===== src/rtl/holy_no_cache_wbuf.sv =====
// holy_no_cache_wbuf: uncached load/store bridge to AXI-Lite with a
// posted-write FIFO, strict read-after-write ordering and error reporting.
module holy_no_cache_wbuf #(
  parameter int ADDR_WIDTH = 32,
  parameter int DATA_WIDTH = 32,
  parameter int WBUF_DEPTH = 4,
  localparam int STRB_WIDTH = DATA_WIDTH / 8
) (
  input  logic                  clk,
  input  logic                  rst,
  input  logic [ADDR_WIDTH-1:0] address,
  input  logic [DATA_WIDTH-1:0] write_data,
  input  logic [STRB_WIDTH-1:0] byte_enable,
  input  logic                  req_valid,
  input  logic                  req_write,
  output logic                  req_ready,
  output logic [DATA_WIDTH-1:0] read_data,
  output logic                  read_valid,
  input  logic                  read_ack,
  output logic                  idle,
  output logic                  error_valid,
  output logic                  error_write,
  output logic [ADDR_WIDTH-1:0] error_addr,
  output logic [ADDR_WIDTH-1:0] axi_lite_awaddr,
  output logic                  axi_lite_awvalid,
  input  logic                  axi_lite_awready,
  output logic [DATA_WIDTH-1:0] axi_lite_wdata,
  output logic [STRB_WIDTH-1:0] axi_lite_wstrb,
  output logic                  axi_lite_wvalid,
  input  logic                  axi_lite_wready,
  input  logic [1:0]            axi_lite_bresp,
  input  logic                  axi_lite_bvalid,
  output logic                  axi_lite_bready,
  output logic [ADDR_WIDTH-1:0] axi_lite_araddr,
  output logic                  axi_lite_arvalid,
  input  logic                  axi_lite_arready,
  input  logic [DATA_WIDTH-1:0] axi_lite_rdata,
  input  logic [1:0]            axi_lite_rresp,
  input  logic                  axi_lite_rvalid,
  output logic                  axi_lite_rready
);

  localparam int PTR_W = $clog2(WBUF_DEPTH);

  localparam logic [2:0] ST_IDLE  = 3'd0;
  localparam logic [2:0] ST_WRITE = 3'd1;
  localparam logic [2:0] ST_WRESP = 3'd2;
  localparam logic [2:0] ST_RADDR = 3'd3;
  localparam logic [2:0] ST_RDATA = 3'd4;

  logic [2:0]            state_q, state_d;
  logic [PTR_W:0]        wr_ptr_q, wr_ptr_d;
  logic [PTR_W:0]        rd_ptr_q, rd_ptr_d;
  logic                  aw_done_q, aw_done_d;
  logic                  w_done_q, w_done_d;
  logic                  rd_pend_q, rd_pend_d;
  logic [ADDR_WIDTH-1:0] rd_addr_q, rd_addr_d;
  logic                  rvalid_q, rvalid_d;
  logic [DATA_WIDTH-1:0] rdata_q, rdata_d;
  logic                  err_valid_q, err_valid_d;
  logic                  err_write_q, err_write_d;
  logic [ADDR_WIDTH-1:0] err_addr_q, err_addr_d;

  logic [ADDR_WIDTH-1:0] fifo_addr [WBUF_DEPTH];
  logic [DATA_WIDTH-1:0] fifo_data [WBUF_DEPTH];
  logic [STRB_WIDTH-1:0] fifo_strb [WBUF_DEPTH];

  logic [PTR_W-1:0]      wr_idx;
  logic [PTR_W-1:0]      rd_idx;
  logic                  fifo_empty;
  logic                  fifo_full;
  logic                  push;
  logic                  pop;
  logic                  take_load;

  assign wr_idx     = wr_ptr_q[PTR_W-1:0];
  assign rd_idx     = rd_ptr_q[PTR_W-1:0];
  assign fifo_empty = (wr_ptr_q == rd_ptr_q);
  assign fifo_full  = (wr_ptr_q[PTR_W] != rd_ptr_q[PTR_W])
                   && (wr_idx == rd_idx);

  assign req_ready = !rst && !rd_pend_q && !rvalid_q && !fifo_full;
  assign push      = req_valid && req_ready && req_write;
  assign take_load = req_valid && req_ready && !req_write;

  assign axi_lite_awaddr  = fifo_addr[rd_idx];
  assign axi_lite_wdata   = fifo_data[rd_idx];
  assign axi_lite_wstrb   = fifo_strb[rd_idx];
  assign axi_lite_awvalid = (state_q == ST_WRITE) && !aw_done_q;
  assign axi_lite_wvalid  = (state_q == ST_WRITE) && !w_done_q;
  assign axi_lite_bready  = (state_q == ST_WRESP);
  assign axi_lite_araddr  = rd_addr_q;
  assign axi_lite_arvalid = (state_q == ST_RADDR);
  assign axi_lite_rready  = (state_q == ST_RDATA);

  assign read_data   = rdata_q;
  assign read_valid  = rvalid_q;
  assign error_valid = err_valid_q;
  assign error_write = err_write_q;
  assign error_addr  = err_addr_q;
  assign idle        = fifo_empty && !rd_pend_q && (state_q == ST_IDLE);

  // Entry storage carries no reset; the pointers alone define validity.
  always_ff @(posedge clk) begin
    if (push) begin
      fifo_addr[wr_idx] <= address;
      fifo_data[wr_idx] <= write_data;
      fifo_strb[wr_idx] <= byte_enable;
    end
  end

  always_comb begin
    state_d     = state_q;
    aw_done_d   = aw_done_q;
    w_done_d    = w_done_q;
    pop         = 1'b0;
    rd_pend_d   = rd_pend_q || take_load;
    rd_addr_d   = take_load ? address : rd_addr_q;
    rvalid_d    = rvalid_q && !read_ack;
    rdata_d     = rdata_q;
    err_valid_d = 1'b0;
    err_write_d = err_write_q;
    err_addr_d  = err_addr_q;

    unique case (state_q)
      ST_IDLE: begin
        // A same-cycle push is seen so a store issues one cycle later.
        if (!fifo_empty || push) begin
          state_d   = ST_WRITE;
          aw_done_d = 1'b0;
          w_done_d  = 1'b0;
        end else if (rd_pend_q || take_load) begin
          state_d = ST_RADDR;
        end
      end
      ST_WRITE: begin
        if (axi_lite_awvalid && axi_lite_awready) aw_done_d = 1'b1;
        if (axi_lite_wvalid && axi_lite_wready) w_done_d = 1'b1;
        if (aw_done_d && w_done_d) state_d = ST_WRESP;
      end
      ST_WRESP: begin
        if (axi_lite_bvalid) begin
          pop     = 1'b1;
          state_d = ST_IDLE;
          if (axi_lite_bresp != 2'b00) begin
            err_valid_d = 1'b1;
            err_write_d = 1'b1;
            err_addr_d  = fifo_addr[rd_idx];
          end
        end
      end
      ST_RADDR: begin
        if (axi_lite_arready) state_d = ST_RDATA;
      end
      ST_RDATA: begin
        if (axi_lite_rvalid) begin
          rdata_d   = axi_lite_rdata;
          rvalid_d  = 1'b1;
          rd_pend_d = 1'b0;
          state_d   = ST_IDLE;
          if (axi_lite_rresp != 2'b00) begin
            err_valid_d = 1'b1;
            err_write_d = 1'b0;
            err_addr_d  = rd_addr_q;
          end
        end
      end
      default: state_d = ST_IDLE;
    endcase
  end

  always_comb begin
    wr_ptr_d = wr_ptr_q;
    rd_ptr_d = rd_ptr_q;
    if (push) wr_ptr_d = wr_ptr_q + 1'b1;
    if (pop) rd_ptr_d = rd_ptr_q + 1'b1;
  end

  always_ff @(posedge clk or posedge rst) begin
    if (rst) begin
      state_q     <= ST_IDLE;
      wr_ptr_q    <= '0;
      rd_ptr_q    <= '0;
      aw_done_q   <= 1'b0;
      w_done_q    <= 1'b0;
      rd_pend_q   <= 1'b0;
      rd_addr_q   <= '0;
      rvalid_q    <= 1'b0;
      rdata_q     <= '0;
      err_valid_q <= 1'b0;
      err_write_q <= 1'b0;
      err_addr_q  <= '0;
    end else begin
      state_q     <= state_d;
      wr_ptr_q    <= wr_ptr_d;
      rd_ptr_q    <= rd_ptr_d;
      aw_done_q   <= aw_done_d;
      w_done_q    <= w_done_d;
      rd_pend_q   <= rd_pend_d;
      rd_addr_q   <= rd_addr_d;
      rvalid_q    <= rvalid_d;
      rdata_q     <= rdata_d;
      err_valid_q <= err_valid_d;
      err_write_q <= err_write_d;
      err_addr_q  <= err_addr_d;
    end
  end

endmodule


===== config.mk =====
export PLATFORM = sky130hd
export DESIGN_NAME = holy_no_cache_wbuf
export DESIGN_NICKNAME = d
export VERILOG_FILES = /design/src/rtl/holy_no_cache_wbuf.sv
export SDC_FILE = /design/constraint.sdc
export NUM_CORES = 1
export LEC_CHECK = 0
export BUFFER_PORTS_ARGS = -buffer_cell sky130_fd_sc_hd__buf_4
export CAP_MARGIN = 40
export CORE_MARGIN = 10
export CORE_UTILIZATION = 35
export DETAILED_ROUTE_END_ITERATION = 10
export GPL_TIMING_DRIVEN = 0
export PLACE_DENSITY = 0.57
export REMOVE_ABC_BUFFERS = 1
export SYNTH_ARGS = -nofsm -noshare
export SYNTH_HDL_FRONTEND = slang
export SYNTH_SLANG_ARGS = --single-unit

===== constraint.sdc =====
create_clock -name clk -period 5.6 [get_ports clk]
set_input_delay 0.56 -clock clk [delete_from_list [all_inputs] [get_ports clk]]
set_output_delay 0.56 -clock clk [all_outputs]
set_load 0.01 [all_outputs]

==> metrics.csv, run 1 <==
stage,metric,value,unit
routing,Final ANT Viol Nets,0,
floorplanning,core area,41800,um^2
logic_synthesis,Post-Synthesis Cells,696,
sta,Fmax,309,MHz
setup_path,critical path data required time,5.04,ns
sta,worst setup margin,2.37,ns
routing,via count,7612,
place,"worst slack, placed",2.49,ns
flow_run,max_cap viols,0,
floorplanning,# rows,75,
global_routing,final global-route overflow total,0,
clock_tree,"Clk Latency, worst-skew pair",0.55,ns
min_path,hold crit path type,in -> async,
finish,area grow syn2layout,29.3,%
place,# port buffers,287,
sta,Final Hold Viols,0,
setup_path,crit end category,output port,
setup_path,"delay-heaviest family, CP",flip-flops,
setup_path,CP max stage delay,0.93,ns
finish,layout cells sized above 1,0.550,
logic_synthesis,"EDFF count, synth",272,
global_routing,number of global-route vias before repair,8154,
floorplanning,Die W,225,um
finish,Non-Filler Instances,1579,
setup_path,crit start category,flop,
routing,Via density,4.82,
finish,final core occ,0.455,
logic_synthesis,asr flop ratio synth,0.290,
logic_synthesis,"top cells by area, synth","edfxtp_1 (56%), dfrtp_1 (19%), mux4_2 (10%), mux2_2 (9.7%), buf_2 (0.58%)",
logic_synthesis,Yosys top cell area share,0.556,
sta,Final Cycle Share,0.577,
setup_path,kind of critical path,reg -> out,
global_routing,largest net degree at the start of global routing,64,
finish,Layout fillers,3656,
logic_synthesis,Yosys warning count,0,
logic_synthesis,dominant synthesized flop cell,edfxtp_1,
pwr,pwr/cell area,516,nW/um^2
setup_path,CP bufs+invs,2,
floorplanning,num ports,288,
sta,Setup TNS Final,0,ns
global_routing,antenna violations before repair,0,
global_routing,Tot GR Track Use,0.135,
sta,fin. max-slew vios,0,
sta,Final min period,3.23,ns
routing,initial drt markers,361,
logic_synthesis,post-synthesis sequential area ratio,0.745,
logic_synthesis,"Distinct cells, synth",44,
sta,Final Skew,0.0131,ns
clock_tree,"Hold-fix buffers, CTS",0,
pwr,Peak VDD IR,285,uV
status,status,completed,
place,Placed Instances,1502,
global_routing,first-pass GRT wire length,52.3,mm
routing,first-pass iteration count of the detailed router,4,
clock_tree,clock tree buffer depth,3,
pwr,Static Leakage,7.17,nW
setup_path,CP cell instances,buf_16 > mux4_2 > buf_4,
finish,diode count,0,
clock_tree,"Clk pin slew, worst setup/hold paths",0.06,ns
finish,multi-input logic area,3540,um^2
clock_tree,clock sinks,383,
floorplanning,Initial Util,0.352,
place,gpl congestion,0.712,
logic_synthesis,"top cells by count, synth","edfxtp_1 (272), mux2_2 (127), dfrtp_1 (111)",
place,Final HPWL DP,23.3,mm
setup_path,CP arrival,2.67,ns
routing,WL final,34.6,mm
clock_tree,Num CTS Buffers,42,
routing,routed len/inst,21.9,um
sta,worst-margin pin slew,0.823,ns
sta,RSZ-0062 raised after global routing,no,
sta,Max-slew headroom,0.451,
clock_tree,post-CTS setup buffer count,0,
logic_synthesis,top-count cell post-synth,edfxtp_1,
logic_synthesis,Post-Syn Area,14700,um^2
routing,DRC,0,
clock_tree,cts repair resizes,0,
finish,Total Nets Final,1126,
setup_path,critical path's slowest cell,dfrtp_4,
floorplanning,die area,50600,um^2
clock_tree,Clock H-tree levels,2,
logic_synthesis,number of synthesized register bits,383,
floorplanning,die height,225,um
logic_synthesis,syn avg cell area,21.1,um^2
logic_synthesis,Yosys top cell by area,edfxtp_1,
finish,register area,11000,um^2
setup_path,Worst Path Max Fanout,38,
clock_tree,CTS Root Cell,clkbuf_16,
sta,final setup vio count,0,
clock_tree,TritonCTS clock tree,yes,
==> metrics by stage <==
step | hold WS (ns) | area [um^2] | power, mW
after floorplan | 0.498 | 14500 | 5.67
after global placement | 0.477 | 17300 | 7.34
after detailed placement | 0.488 | 17700 | 7.32
after CTS | 0.0399 | 19000 | 10.0
after global routing | 0.0690 | 19000 | 10.4
final | 0.0599 | 19000 | 9.80
==> path summary, 6_finish.rpt <==
path                                start             endpoint  slack, ns  cells past startpoint
max                           rd_ptr_q[0]  axi_lite_awaddr[17]       2.37                      3
min                                   rst            aw_done_q       0.06                      2
max reg2reg                   rd_ptr_q[0]  axi_lite_araddr[15]       2.57                      6
min reg2reg                   error_write          error_write       0.50                      1
max in group asynchronous             rst          rd_ptr_q[1]       4.82                      3
min in group clk           write_data[23]     fifo_data[0][23]       0.21                      1
==> where the power goes <==
group / leakage, nW / internal (mW) / switching, mW
Clock: 0.656 / 1.54 / 1.09
Sequential: 3.81 / 3.51 / 0.418
Combinational: 2.71 / 1.83 / 1.41
Total: 7.17 / 6.88 / 2.92
==> cells by family after synthesis <==
family                     Yosys count  share of synthesized area
adders and majority gates            5                    0.00426
DFF                                383                      0.745
buffers and inverters               42                     0.0152
muxes                              198                      0.204
xor gates and xnor gates            10                    0.00596
and+or+nand+nor                     36                     0.0143
AOI/OAI and AO/OA                   22                     0.0116
==> cell type report <==
type / instances / area share
Sequential cell: 383 / 0.577
Multi-Input combinational cell: 271 / 0.187
Timing Repair Buffer: 302 / 0.130
Clock buffer: 59 / 0.0630
Tap cell: 539 / 0.0355
Clock inverter: 18 / 0.00639
Inverter: 7 / 0.00165
==> layout by cell type (no fill, tap or decap), types with 6 or more instances in the layout <==
cell type	count
buf_16	8
buf_4	287
clkbuf_1	10
clkbuf_16	43
clkbuf_8	6
clkinv_2	11
dfrtp_1	109
edfxtp_1	272
inv_1	6
mux2_2	127
mux4_2	68
nor2_1	7
==> flip-flops by register name, indices dropped and copies added, names as in the netlist <==
register	cells
w_done_q	1
error_write	1
read_valid	1
aw_done_q	1
fifo_strb	16
error_addr	32
fifo_addr	128
axi_lite_araddr	32
fifo_data	128
wr_ptr_q	3
state_q	3
read_data	32
rd_pend_q	1
error_valid	1
rd_ptr_q	3
==> worst register-to-register path, delay by kind of cell, from the launching register on <==
family | cells | cell delay (ns)
compound gates | 1 | 0.77
xor+xnor | 1 | 0.30
buf+inv | 3 | 0.56
flops | 1 | 0.93
mux | 1 | 0.35
==> per-layer routing <==
metal,track usage,vias to the layer above,routed length (um)
met5,0,-,0
met2,0.229,151,17800
li1,-,3411,-
met3,0.0362,51,1690
met1,0.166,3999,14400
met4,0.0417,0,704
Note: power is estimated with default switching activity, not from simulation.
==> run 2: changes to the inputs <==
--- a/config.mk
+++ b/config.mk
@@ -5,6 +5,7 @@
 export SDC_FILE = /design/constraint.sdc
 export NUM_CORES = 1
 export LEC_CHECK = 0
+export ABC_AREA = 1
 export BUFFER_PORTS_ARGS = -buffer_cell sky130_fd_sc_hd__buf_4
 export CAP_MARGIN = 40
 export CORE_MARGIN = 10
==> constraint.sdc (replaced) <==
create_clock -name clk -period 3.1 [get_ports clk]
set_input_delay 0.31 -clock clk [delete_from_list [all_inputs] [get_ports clk]]
set_output_delay 0.31 -clock clk [all_outputs]
set_load 0.01 [all_outputs]
==> metrics.csv, run 2 <==
stage,metric,value,unit,change
logic_synthesis,Post-Synthesis Cells,1320,,+90%
floorplanning,Initial Util,0.353,,+0.00131
finish,Total Nets Final,1836,,+63%
global_routing,met1 Use GR,0.192,,+0.0256
logic_synthesis,"EDFF count, synth",272,,unchanged
setup_path,critical path data required time,3.37,ns,-1.67 ns
finish,"most common cell after layout, fill and taps aside",nand2_1,,
routing,Final ANT Viol Nets,0,,unchanged
routing,initial drt markers,673,,+86%
pwr,Peak VDD IR,526,uV,+84%
place,gpl congestion,0.739,,+3.8%
logic_synthesis,Yosys top cell area share,0.539,,-0.0166
flow_run,max_cap viols,0,,unchanged
floorplanning,# rows,76,,+1.3%
floorplanning,Die W,228,um,+1.4%
sta,Final Hold Viols,0,,unchanged
clock_tree,clock tree buffer depth,3,,unchanged
global_routing,Tot GR Track Use,0.156,,+0.0208
sta,final setup vio count,0,,unchanged
routing,Via density,4.62,,-4.1%
clock_tree,clock sinks,383,,unchanged
setup_path,CP bufs+invs,5,,+3
sta,RSZ-0062 raised after global routing,no,,
pwr,pwr/cell area,904,nW/um^2,+75%
logic_synthesis,Yosys warning count,0,,unchanged
clock_tree,CTS Root Cell,clkbuf_16,,
setup_path,WP depth,10,,+7
pwr,Static Leakage,8.90,nW,+24%
logic_synthesis,syn avg cell area,11.5,um^2,-46%
logic_synthesis,Post-Syn Area,15100,um^2,+3.1%
min_path,hold crit path type,in -> reg,,
setup_path,reg-to-reg critical path endpoint,fifo_data[1][16],,
global_routing,GRT busiest layer,met2,,
setup_path,CP arrival,3.20,ns,+0.53 ns
place,Final HPWL DP,26.8,mm,+15%
sta,Setup TNS Final,0,ns,unchanged
global_routing,antenna violations before repair,2,,+2
global_routing,M2 GR Usage,0.266,,+0.0368
setup_path,Worst Path Max Fanout,51,,+34%
floorplanning,die height,228,um,+1.4%
finish,multi-input logic area,3530,um^2,-0.49%
sta,Max-slew headroom,0.519,,+0.0680
sta,worst-margin pin slew,0.720,ns,-0.103 ns
finish,layout cells sized above 1,0.245,,-0.305
finish,area grow syn2layout,37.1,%,
setup_path,Critical R2R Launch,rd_ptr_q[1],,
routing,via count,10801,,+42%
sta,Final Cycle Share,0.946,,
setup_path,critical path's slowest cell,dfrtp_4,,
logic_synthesis,"top cells by area, synth","edfxtp_1 (54%), dfrtp_1 (18%), nand2_1 (9.5%), o21ai_0 (4.7%), inv_1 (2.3%)",,
setup_path,CP max stage delay,0.64,ns,-0.29 ns
logic_synthesis,"top cells by count, synth","nand2_1 (382), edfxtp_1 (272), o21ai_0 (141)",,
clock_tree,Num CTS Buffers,42,,unchanged
global_routing,met3 Track Usage GR,0.0392,,+0.00304
logic_synthesis,"Distinct cells, synth",28,,-36%
finish,Layout fillers,3832,,+4.8%
logic_synthesis,number of synthesized register bits,383,,unchanged
global_routing,final global-route overflow total,0,,unchanged
setup_path,"delay-heaviest family, CP",buffers and inverters,,
place,# port buffers,287,,unchanged
clock_tree,"Clk Latency, worst-skew pair",0.56,ns,about the same
routing,routed len/inst,18.0,um,-18%
finish,final core occ,0.484,,+0.0294
clock_tree,TritonCTS clock tree,yes,,
setup_path,reg2reg path depth,10,,+4
sta,Fmax,341,MHz,
finish,most frequent cells in the layout,"nand2_1 (382), buf_4 (297), edfxtp_1 (272)",,
setup_path,crit end category,flop,,
sta,Final Skew,0.0102,ns,-0.00283 ns
routing,DRC,0,,unchanged
logic_synthesis,top-count cell post-synth,nand2_1,,
global_routing,largest net degree at the start of global routing,88,,+38%
floorplanning,core area,42900,um^2,+2.7%
logic_synthesis,asr flop ratio synth,0.290,,unchanged
floorplanning,num ports,288,,unchanged
finish,biggest regs,"fifo_addr (128), fifo_data (128)",,
setup_path,crit start category,flop,,
sta,fin. max-slew vios,0,,unchanged
logic_synthesis,post-synthesis sequential area ratio,0.723,,-0.0223
clock_tree,Clock H-tree levels,2,,unchanged
min_path,Hold Path End,error_write,,
setup_path,kind of critical path,reg -> reg,,
clock_tree,"Clk pin slew, worst setup/hold paths",0.06,ns,about the same
routing,WL final,42.0,mm,+21%
setup_path,Worst R2R Setup Slack,0.17,ns,-2.40 ns
global_routing,number of global-route vias before repair,10776,,+32%
finish,register area,11000,um^2,unchanged
setup_path,crit-path most repeated cell,buf_16,,
sta,Final min period,2.93,ns,
status,status,completed,,
min_path,Hold Path Origin,axi_lite_bresp[0],,
routing,first-pass iteration count of the detailed router,5,,+1
global_routing,first-pass GRT wire length,64.3,mm,+23%
logic_synthesis,Yosys top cell by area,edfxtp_1,,
setup_path,CP cell instances,buf_16 > inv_2 > nand2_1 > nand2_1 > nand3_1 > nand4_1 > nor2_4 > buf_16 > buf_16 > buf_16,,
logic_synthesis,dominant synthesized flop cell,edfxtp_1,,
min_path,depth of the worst hold-timing path,3,,
floorplanning,die area,52000,um^2,+2.8%
[run 2: cell count changes in the layout (fill, tap and decap cells not counted), sizes merged, moves of 9 or more]
cell,change
clkbuf,-9
dlygate4sd3,+102
nand2,+378
nand3,+37
o21ai,+169
a21oi,+31
buf,+20
inv,+91
mux4,-68
nor2,+79
o22ai,+35
mux2,-129
[run 2: repair_timing]
item                                    in CTS  in global routing
endpoints found under the setup margin     287                 95
gates resized for setup                      0                  2
pin swaps                                    3                  1
hold endpoints to repair                   377                  0
hold buffers                               102                  0
setup buffers                                8                  5
[run 2: final cells by class]
class	count	area share
Antenna cell	1	0.000121
Timing Repair Buffer	424	0.186
Inverter	97	0.0184
Clock buffer	50	0.0540
Clock inverter	27	0.00880
Tap cell	585	0.0352
Sequential cell	383	0.527
Multi-Input combinational cell	769	0.170
[run 2: kinds of logic after synthesis]
group	count (synthesis)	share of synthesized area
buffers and inverters	168	0.0464
DFF	383	0.723
xor gates and xnor gates	4	0.00231
AOI/OAI and AO/OA	246	0.0903
and+or+nand+nor	514	0.134
adders and majority gates	5	0.00413
[run 2: power by group]
part	internal (mW)	total, mW	switching (mW)
clock	2.68	4.71	2.03
sequential	6.32	6.87	0.546
combinational	3.05	7.20	4.16
[run 2: how the worst max path moves through the flow]
stage	start	end	slack (ns)
after global routing	rd_ptr_q[1]	fifo_addr[3][23]	0.005
final	rd_ptr_q[1]	fifo_data[1][16]	0.17
after floorplan	rd_ptr_q[0]	fifo_addr[0][0]	-4.85
after CTS	rd_ptr_q[1]	fifo_addr[3][23]	0.0006
after global placement	rd_ptr_q[0]	fifo_data[0][22]	-11.66
after detailed placement	rd_ptr_q[1]	fifo_data[2][7]	-0.56
[run 2: stage by stage]
step                instance area [um^2]  hold WS, ns  setup slack, ns  instances  total power, mW
floorplan                          14800        0.406            -4.85       1249             10.4
global placement                   17700        0.456           -11.66       2121             13.4
detailed placement                 18300        0.385           -0.562       2143             14.1
CTS                                20700       0.0123         0.000563       2330             19.0
global route                       20800       0.0400          0.00454       2336             20.0
finish                             20800       0.0450            0.167       2336             18.8
[run 2: metal layers]
metal / part of all wire / wire, um
met1: 0.43 / 18000
met2: 0.50 / 20800
met3: 0.053 / 2230
met4: 0.022 / 903
met5: 0.00017 / 7
[run 2: worst min-delay path, cell delays in order]
cell and delay (ns):
buf_4 0.08, o211ai_1 0.10, nand2_1 0.08
